==> src/rtl/fetch_stage.sv <==
// fetch_stage: MIPS fetch PC, imem request/ready handshake and IF/ID pipeline register.
// Define FETCH_DELAY_SLOT_EN to let the instruction after a branch/jump execute as a delay slot.
module fetch_stage #(
    parameter logic [31:0] RESET_PC = 32'h0000_0000
) (
    input  logic        clk_i,
    input  logic        reset_i,
    input  logic        StallF_i,
    input  logic        StallD_i,
    input  logic        PCSrcD_i,
    input  logic [31:0] PCBranchD_i,
    input  logic        JumpD_i,
    output logic        imem_req_o,
    output logic [31:0] imem_addr_o,
    input  logic        imem_ready_i,
    input  logic [31:0] imem_rdata_i,
    output logic [31:0] PCF_o,
    output logic [31:0] InstrD_o,
    output logic [31:0] PCPlus4D_o,
    output logic        ValidD_o,
    output logic        FetchBusy_o
);
    typedef enum logic [1:0] {FETCH, WAIT, DROP} state_e;

    state_e      state_q;
    logic [31:0] pc_q, instr_q, pcp4_q, redir_pc_q;
    logic        valid_q, pend_q;
    logic [31:0] pc_plus4, pc_d, target;
    logic        xfer, redirect;

    assign imem_req_o  = reset_i && (state_q == DROP || !StallF_i);
    assign xfer        = imem_req_o && imem_ready_i;
    assign redirect    = valid_q && !StallD_i && (PCSrcD_i || JumpD_i);
    assign target      = JumpD_i ? {pcp4_q[31:28], instr_q[25:0], 2'b00} : PCBranchD_i;
    assign pc_plus4    = pc_q + 32'd4;
    assign pc_d        = pend_q ? redir_pc_q : pc_plus4;
    assign imem_addr_o = pc_q;
    assign PCF_o       = pc_q;
    assign InstrD_o    = instr_q;
    assign PCPlus4D_o  = pcp4_q;
    assign ValidD_o    = valid_q;
    assign FetchBusy_o = imem_req_o && !imem_ready_i;

    always_ff @(posedge clk_i) begin
        if (!reset_i) begin
            state_q    <= FETCH;
            pc_q       <= RESET_PC;
            instr_q    <= '0;
            pcp4_q     <= '0;
            valid_q    <= 1'b0;
            redir_pc_q <= '0;
            pend_q     <= 1'b0;
        end else if (state_q == DROP) begin
            // wrong-path response is swallowed; decode sees bubbles until it returns
            instr_q <= '0;
            valid_q <= 1'b0;
            if (imem_ready_i) begin
                pc_q    <= pc_d;
                pend_q  <= 1'b0;
                state_q <= FETCH;
            end
        end else if (redirect) begin
`ifdef FETCH_DELAY_SLOT_EN
            if (xfer) begin
                instr_q <= imem_rdata_i;
                pcp4_q  <= pc_plus4;
                valid_q <= 1'b1;
                pc_q    <= target;
                state_q <= FETCH;
            end else begin
                instr_q    <= '0;
                valid_q    <= 1'b0;
                redir_pc_q <= target;
                pend_q     <= 1'b1;
                state_q    <= WAIT;
            end
`else
            instr_q <= '0;
            valid_q <= 1'b0;
            if (xfer) begin
                pc_q    <= target;
                state_q <= FETCH;
            end else begin
                redir_pc_q <= target;
                pend_q     <= 1'b1;
                state_q    <= DROP;
            end
`endif
        end else if (xfer) begin
            instr_q <= imem_rdata_i;
            pcp4_q  <= pc_plus4;
            valid_q <= 1'b1;
            pc_q    <= pc_d;
            pend_q  <= 1'b0;
            state_q <= FETCH;
        end else if (!StallD_i) begin
            instr_q <= '0;
            valid_q <= 1'b0;
            state_q <= WAIT;
        end
    end
endmodule
==> config.mk <==
export PLATFORM = sky130hd
export DESIGN_NAME = fetch_stage
export DESIGN_NICKNAME = d
export VERILOG_FILES = /design/src/rtl/fetch_stage.sv
export SDC_FILE = /design/constraint.sdc
export NUM_CORES = 1
export LEC_CHECK = 0
export CORE_ASPECT_RATIO = 0.75
export CORE_UTILIZATION = 30
export DETAILED_ROUTE_END_ITERATION = 10
export DONT_BUFFER_PORTS = 1
export SYNTH_ARGS = -nofsm -noshare
export SYNTH_HDL_FRONTEND = slang
export SYNTH_SLANG_ARGS = --single-unit
==> constraint.sdc <==
create_clock -name clk_i -period 3.2 [get_ports clk_i]
set_clock_uncertainty 0.15 [all_clocks]
set_input_delay 0.64 -clock clk_i [delete_from_list [all_inputs] [get_ports clk_i]]
set_output_delay 0.64 -clock clk_i [all_outputs]
set_load 0.03 [all_outputs]
== Yosys cells after proc, flatten, opt, wreduce, memory -nomap -nowiden ==
Index checks and enable logic that the tools add are counted.
Operators by class
  add/subtract/negate cells: 1
  equality and inequality tests: 5
  muxes and demuxes: 22
  bitwise gates (word level): 4
  reductions and logical operators: 18
Operator list (count)
  two-way mux 32 bit: 9
  adder 32 x 3 -> 32 bit, second input constant: 1
  two-way mux 2 bit: 6
  AND reduction 3 bit: 3
  two-way mux 1 bit: 7
  logical AND 1 bit: 5
  inequality test 4 x 1 -> 1 bit, second input constant: 1
  inverter 1 bit: 4
  AND reduction 2 bit: 2
  logical NOT 1 bit: 3
  inequality test 3 x 2 -> 1 bit, second input constant: 1
  nonzero test 3 bit: 1
  OR reduction 3 bit: 1
  equality test 2 bit, second input constant: 1
  logical OR 1 bit: 2
  inequality test 2 x 1 -> 1 bit, second input constant: 1
  inequality test 2 bit, second input constant: 1
  nonzero test 2 bit: 1
Storage, ports and cells
  bits in registers: 132
  bits of input ports: 71
  output and inout bits: 131
  logic and storage cells: 57

== Logic depth before layout (Yosys ltp) ==
Gate-level depths: netlist (run 1).
  depth after elaboration: 7
  gate-level depth with buffers: 9
  gate-level depth less buffers: 6

== Worst setup path after synthesis (run 1) ==
OpenSTA, ideal clock, no wires.
  path type: reg2reg
  start: register pc_q[2], in the netlist PCF_o[2]
  end: register pc_q[20], in the netlist PCF_o[20]
  setup time: 130 ps
  arrival: 2502 ps
  required time: 2920 ps
  setup slack: 418 ps
  stages on the path, launching flop included: 8
  path buffers: 1
  clock period less this slack: 2782 ps
  cell sequence: dfxtp_1 > ha_1 > nand3_1 > or4_2 > clkbuf_1 > o31a_1 > o31ai_1 > o22ai_1
On the way
  cells in the longest elaborated chain, start to end: 5
  elaborated cells on any way between the ends: 6
  those cells by class: add/sub (1); mux (5)
RTL lines
  from (decl): RTL line 26  | logic [31:0] pc_q, instr_q, pcp4_q, redir_pc_q;
  from (signal assigned): RTL line 58  | pc_q <= pc_d;
  from (signal assigned): RTL line 81  | pc_q <= target;
  from (signal assigned): RTL line 93  | pc_q <= pc_d;
  adder 32 x 3 -> 32 bit (*): RTL line 35  | assign pc_plus4 = pc_q + 32'd4;
  two-way mux 32 bit (*): RTL line 36  | assign pc_d = pend_q ? redir_pc_q : pc_plus4;
  two-way mux 32 bit: RTL line 89  | end else if (xfer) begin
  two-way mux 32 bit: RTL line 62  | end else if (redirect) begin
  two-way mux 32 bit (*): RTL line 53  | end else if (state_q == DROP) begin
Every way passes the cells marked *; elsewhere a longest branch is shown, timed or not. The select of a mux whose other input is x is not followed.
A chain may end at the register's enable or synchronous reset.

== Worst setup path in the final report (run 1) ==
  start: register pc_q[3], in the netlist PCF_o[3]
  end: register pc_q[30], in the netlist PCF_o[30]
Same word-level chain as after synthesis.

==> impl_metrics.yaml, run 1 <==
run_status:
  status: "complete, no violations"
synth:
  postSynth.asyncResetShare_pct: 0
  synth.most_common_cell: "dfxtp_1"
  ys_types: 58
  syn_avg_cell_area_um2: 8.040
  ys_seq_elements: 132
  ys.warnings.count: 0
  yosysSeqAreaShare_pct: 39.98
  ys.flop_type: "dfxtp_1"
  synth_edf_count: 0
  synthTopCellsByArea: "dfxtp_1 (40%), a21oi_1 (6.1%), mux2i_1 (5.5%), a211oi_1 (5.3%), nor2_1 (4.4%)"
  synth_top_area_share_pct: 39.98
  syn-num-nets: 894
  netlist_instances: 822
  netlist.top_cell.by_area: "dfxtp_1"
  yosys-top-cells-count: "dfxtp_1 (132), a21oi_1 (80), nor2_1 (77)"
  syn-cell-area_um2: 6609
clock_tree:
  clk_latency_ps: 430
  cts_hold_buffers: 0
  clk_path_buf_depth: 2
  cts_resized: 0
  htreeDepth: 4
  postCtsSetupRepairBufs: 0
  clk_pin_slew_worst_paths_ps: 60
  cts_root_buffer: "clkbuf_16"
  cts.sinks: 132
  cts_made_buffers: 17
  cts_tree: "yes"
sta:
  max_freq_mhz: 357.5
  hold_viol_final: 0
  setup_violations: 0
  rsz0062_at_grt: "no"
  fin_ws_ps: 402.5
  fin_crit_sh_pct: 87.42
  tightestPinTransition_ps: 822.9
  tns_ps: 0
  final.min_clock_period_ps: 2798
  slew_viol_final: 0
  max-slew-margin-rel_pct: 44.63
floorplanning:
  fp.dieH_um: 130.5
  ioPinCount: 202
  die_area_um2: 22630
  die_w_um: 173.4
  coreArea_um2: 21350
  rows: 46
  initial_utilization_pct: 30.95
detailed_routing:
  viasPerCell: 5.494
  drtPass1Iterations: 4
  detail_route.wirelength_um: 22440
  vias: 5989
  drtIter0Drc: 505
  wire_per_inst_um: 20.58
  ant_nets: 0
  drc: 0
grt:
  grt_first_pass_wirelength_um: 33810
  grt_pass1_vias: 5406
  grt-ovfl-total: 0
  groute.usage.overall_pct: 19.87
  antenna_found_initial: 0
  grt_max_degree: 61
layout:
  multiInputGateArea_um2: 3420
  n_fill_cell: 2213
  final_nets: 861
  seq_area_um2: 2643
  num_antenna_cells: 0
  layout-drive-gt1-share_pct: 12.59
  area_growth_pct: 13.69
setup_path:
  reg2reg_slack_ps: 400
  reg2reg_from: "PCF_o[3]"
  start_kind: "register"
  critical_path_peak_fanout: 13
  endpoint_kind: "register"
  worstPathRequired_ps: 3360
  reg2reg_to: "PCF_o[30]"
  reg2reg_depth: 6
  setup.worst_path.class: "register to register"
  arrival_ps: 2960
power_and_ir_drop:
  vdd_drop_max_mv: 0.2547
  power.density_nw_per_um2: 554.4
  p_leak_uw: 0.002567
place:
  dp_hpwl_um: 16040
  gp_congestion: 0.8158
  pre_cts_slack_ps: 433.2
  portBuffers: 0
worst_hold_path:
  hold_end: "state_q[1]"
  hp-start: "imem_ready_i"
  hold_class: "input port to register"
  whs_path_depth: 1
run:
  drv_cap: 0
[how the worst max path moves through the flow]
stage	start	endpoint	slack [ps]	cells after the start
2_1_floorplan	PCF_o[2]	PCF_o[20]	420	7
3_3_place_gp	PCF_o[3]	PCF_o[30]	520	6
3_5_place_dp	PCF_o[3]	PCF_o[30]	430	6
4_1_cts	PCF_o[3]	PCF_o[30]	430	6
5_1_grt	PCF_o[3]	PCF_o[30]	270	6
6_report	PCF_o[3]	PCF_o[30]	400	6
[critical path, cell delays in order, from the launching register on]
cell	delay, ps
dfxtp_1	390
ha_1	220
nand3_1	200
or4_2	880
nor3_1	400
o21bai_1	140
a211o_1	300
[layer usage]
metal,part of all wire [%],global-route usage [%],wire (um)
met5,0,0,0
met4,1.1,5.049,252
met3,11,7.813,2506
met2,38,25.96,8498
met1,50,29.45,11180
[kinds of logic (layout without fill, tap and decap cells)]
family	after synthesis	count (layout)	share of synthesized area, %
AND/OR/NAND/NOR	281	281	20.20
AO/OA/AOI/OAI	228	228	21.94
flip-flops	132	132	39.98
buffers and inverters	118	98	8.746
multiplexers	37	37	5.623
XOR/XNOR	25	25	3.313
adder cells (fa/ha/maj)	1	1	0.1893
[cell type report]
| class | count | share of cell area [%] |
|---|---|---|
| Multi-Input combinational cell | 572 | 45.51 |
| Sequential cell | 132 | 35.17 |
| Clock buffer | 17 | 5.662 |
| Timing Repair Buffer | 51 | 5.429 |
| Tap cell | 288 | 4.796 |
| Clock inverter | 15 | 2.681 |
| Inverter | 15 | 0.7494 |
[metrics by stage]
step | instance area, um^2 | total power, uW | hold slack [ps] | instances | utilization (%)
floorplan | 6609 | 2030 | 282.4 | 822 | -
global placement | 6887 | 2100 | 291.4 | 1058 | 32.25
detailed placement | 6887 | 2102 | 297.0 | 1058 | 32.25
CTS | 7513 | 4201 | 175.3 | 1090 | 35.19
global route | 7513 | 4316 | 168.2 | 1090 | 35.19
finish | 7513 | 4165 | 187.8 | 1090 | 35.19
[layout by cell type, fill, tap and decap left out, types with 11 or more instances in the layout]
cell / Yosys / final
a211oi_1: 47 / 46
a21oi_1: 80 / 80
buf_4: 34 / 49
clkbuf_16: 0 / 17
dfxtp_1: 132 / 132
inv_1: 15 / 14
mux2i_1: 36 / 36
nand2_1: 73 / 73
nand3_1: 54 / 54
nor2_1: 77 / 75
nor3_1: 21 / 21
nor4_1: 11 / 11
o21ai_0: 43 / 43
xnor2_1: 19 / 19
[power breakdown]
| group | internal, uW | switching (uW) | total, uW |
|---|---|---|---|
| sequential | 1690 | 79.0 | 1760 |
| combinational | 93.9 | 209 | 303 |
| clock | 1310 | 789 | 2100 |
[sequential cells by signal (all words and copies together) (netlist names)]
signal and cells:
redir_pc_q 32, ValidD_o 1, pend_q 1, InstrD_o 32
PCF_o 32, PCPlus4D_o 32, state_q 2
(Power assumes the default switching activity.)
==> inputs of run 2 (changes only) <==
--- a/config.mk
+++ b/config.mk
@@ -6,7 +6,9 @@
 export NUM_CORES = 1
 export LEC_CHECK = 0
 export CORE_ASPECT_RATIO = 0.75
+export CORE_MARGIN = 2
 export CORE_UTILIZATION = 30
+export CTS_CLUSTER_DIAMETER = 150
 export DETAILED_ROUTE_END_ITERATION = 10
 export DONT_BUFFER_PORTS = 1
 export SYNTH_ARGS = -nofsm -noshare
==> constraint.sdc (replaced) <==
create_clock -name clk_i -period 2.8 [get_ports clk_i]
set_clock_uncertainty 0.15 [all_clocks]
set_input_delay 0.56 -clock clk_i [delete_from_list [all_inputs] [get_ports clk_i]]
set_output_delay 0.56 -clock clk_i [all_outputs]
set_load 0.03 [all_outputs]
==> impl_metrics.yaml, run 2 (same netlist as run 1, synthesis figures left out) <==
worst_hold_path:
  hp-start: "imem_ready_i"
  whs_path_depth: 1
  hold_class: "input port to register"
  hold_end: "state_q[1]"
setup_path:
  reg2reg_from: "PCF_o[12]"
  endpoint_kind: "register"
  reg2reg_slack_ps: 290
  reg2reg_depth: 5
  cp_cell_sequence: "nand4_2 -> or4_4 -> or4_4 -> a31o_1 -> a211o_1"
  arrival_ps: 2680
  crit_top_cell: "or4_4"
  start_kind: "register"
  worstPathRequired_ps: 2970
  reg2reg_to: "PCF_o[31]"
  max_stage_delay_ps: 600
  setup.worst_path.class: "register to register"
  critical_path_peak_fanout: 10
  cp_slowest_cell: "or4_4"
clock_tree:
  cts_made_buffers: 17
  htreeDepth: 4
  cts_tree: "yes"
  cts.sinks: 132
  clk_latency_ps: 420
  postCtsSetupRepairBufs: 0
  cts_root_buffer: "clkbuf_16"
  clk_path_buf_depth: 2
  clk_pin_slew_worst_paths_ps: 60
sta:
  max-slew-margin-rel_pct: 53.15
  rsz0062_at_grt: "no"
  fin_ws_ps: 289.2
  final.min_clock_period_ps: 2511
  slew_viol_final: 0
  hold_viol_final: 0
  fin_crit_sh_pct: 89.67
  tns_ps: 0
  setup_violations: 0
  max_freq_mhz: 398.3
  tightestPinTransition_ps: 701.8
place:
  portBuffers: 0
  dp_hpwl_um: 16290
  dp_cells: 1066
  pre_cts_slack_ps: 189.6
  gp_congestion: 0.8252
detailed_routing:
  drtPass1Iterations: 5
  vias: 5953
  drc: 0
  ant_nets: 0
  detail_route.wirelength_um: 22370
  drtIter0Drc: 458
  viasPerCell: 5.432
  wire_per_inst_um: 20.41
layout:
  stdcell_count: 1096
  layout_common_cells: "dfxtp_1 (132), a21oi_1 (80), nor2_1 (75), nand2_1 (73)"
  area_growth_pct: 14.56
  final_common_cell: "dfxtp_1"
  num_antenna_cells: 0
  layout-drive-gt1-share_pct: 13.12
  final_nets: 869
grt:
  grt-ovfl-total: 0
  grt_max_degree: 59
  grt_pass1_vias: 5639
  groute.usage.overall_pct: 19.18
  antenna_found_initial: 0
  grt_first_pass_wirelength_um: 33980
power_and_ir_drop:
  p_switching_uw: 1185
  power_frac_clock_pct: 48.7
  seq_power_share_pct: 43.6
  internal_power_uw: 3434
  p_comb_share_pct: 7.6
  p_leak_uw: 0.002607
  p_sw_share_pct: 25.66
  power.density_nw_per_um2: 610.1
  vdd_drop_max_mv: 0.2999
floorplanning:
  die_w_um: 175.4
  rows: 46
  coreArea_um2: 21350
  die_area_um2: 23250
  ioPinCount: 202
  initial_utilization_pct: 30.95
  fp.dieH_um: 132.5
run:
  drv_cap: 0
run_status:
  status: "complete, no violations"
-- run 2: cell count changes in the layout (fill, tap and decap cells not counted), sizes merged --
cell,change
buf,+8
clkbuf,+5
clkinv,-4
bufinv,-2
inv,-2
clkinvlp,+1
-- run 2: worst max-delay path by stage --
stage / startpoint / slack [ps] / end
after detailed placement: PCF_o[3] / 190 / PCF_o[16]
after global routing: PCF_o[12] / 220 / PCF_o[31]
after global placement: PCF_o[3] / 260 / PCF_o[16]
final: PCF_o[12] / 290 / PCF_o[31]
after floorplan: PCF_o[2] / 20 / PCF_o[20]
after CTS: PCF_o[3] / 170 / PCF_o[16]
-- run 2: worst max-delay path: cells and delay by family, from the launching register on --
family	cells	cell delay, ps
flops	1	350
simple gates	3	1380
compound gates	2	520
-- run 2: power by group through the flow --
stage                     Clock, uW  Combinational, uW  Sequential, uW
after floorplan                   0                250            2070
after detailed placement          0                353            2060
after global routing           2360                387            2020
final                          2250                353            2020
after CTS                      2280                354            2020
after global placement            0                350            2060
-- run 2: through the flow --
stage | area, um^2 | hold slack, ps | total power [uW] | util, %
2_1_floorplan | 6609 | 282.4 | 2320 | -
3_3_place_gp | 6984 | 291.7 | 2405 | 32.71
3_5_place_dp | 6984 | 304.5 | 2410 | 32.71
4_1_cts | 7569 | 90.45 | 4654 | 35.44
5_1_grt | 7571 | 86.37 | 4767 | 35.46
6_report | 7571 | 108.0 | 4619 | 35.46
-- run 2: layout make-up --
class	instances	area, um^2
well taps	288	360.3
clock buffers	22	484.2
flip-flops and latches	132	2643
inverters	15	56.30
clock inverters	8	100.1
fillers	2217	13780
multi-input cells	572	3422
repair buffers	59	505.5
-- run 2: layer usage --
layer  global-route usage, %  vias to the layer above  wire length (um)
li1                        -                     2871                 -
met2                   25.02                      332              8499
met4                   4.815                        0               261
met3                   7.126                       28              2552
met5                       0                        -                 0
met1                   28.99                     2722             11060
-- run 2: what timing repair did --
item	CTS	global route
gates resized for setup	0	1
hold buffers	0	0
endpoints found under the setup margin	0	1
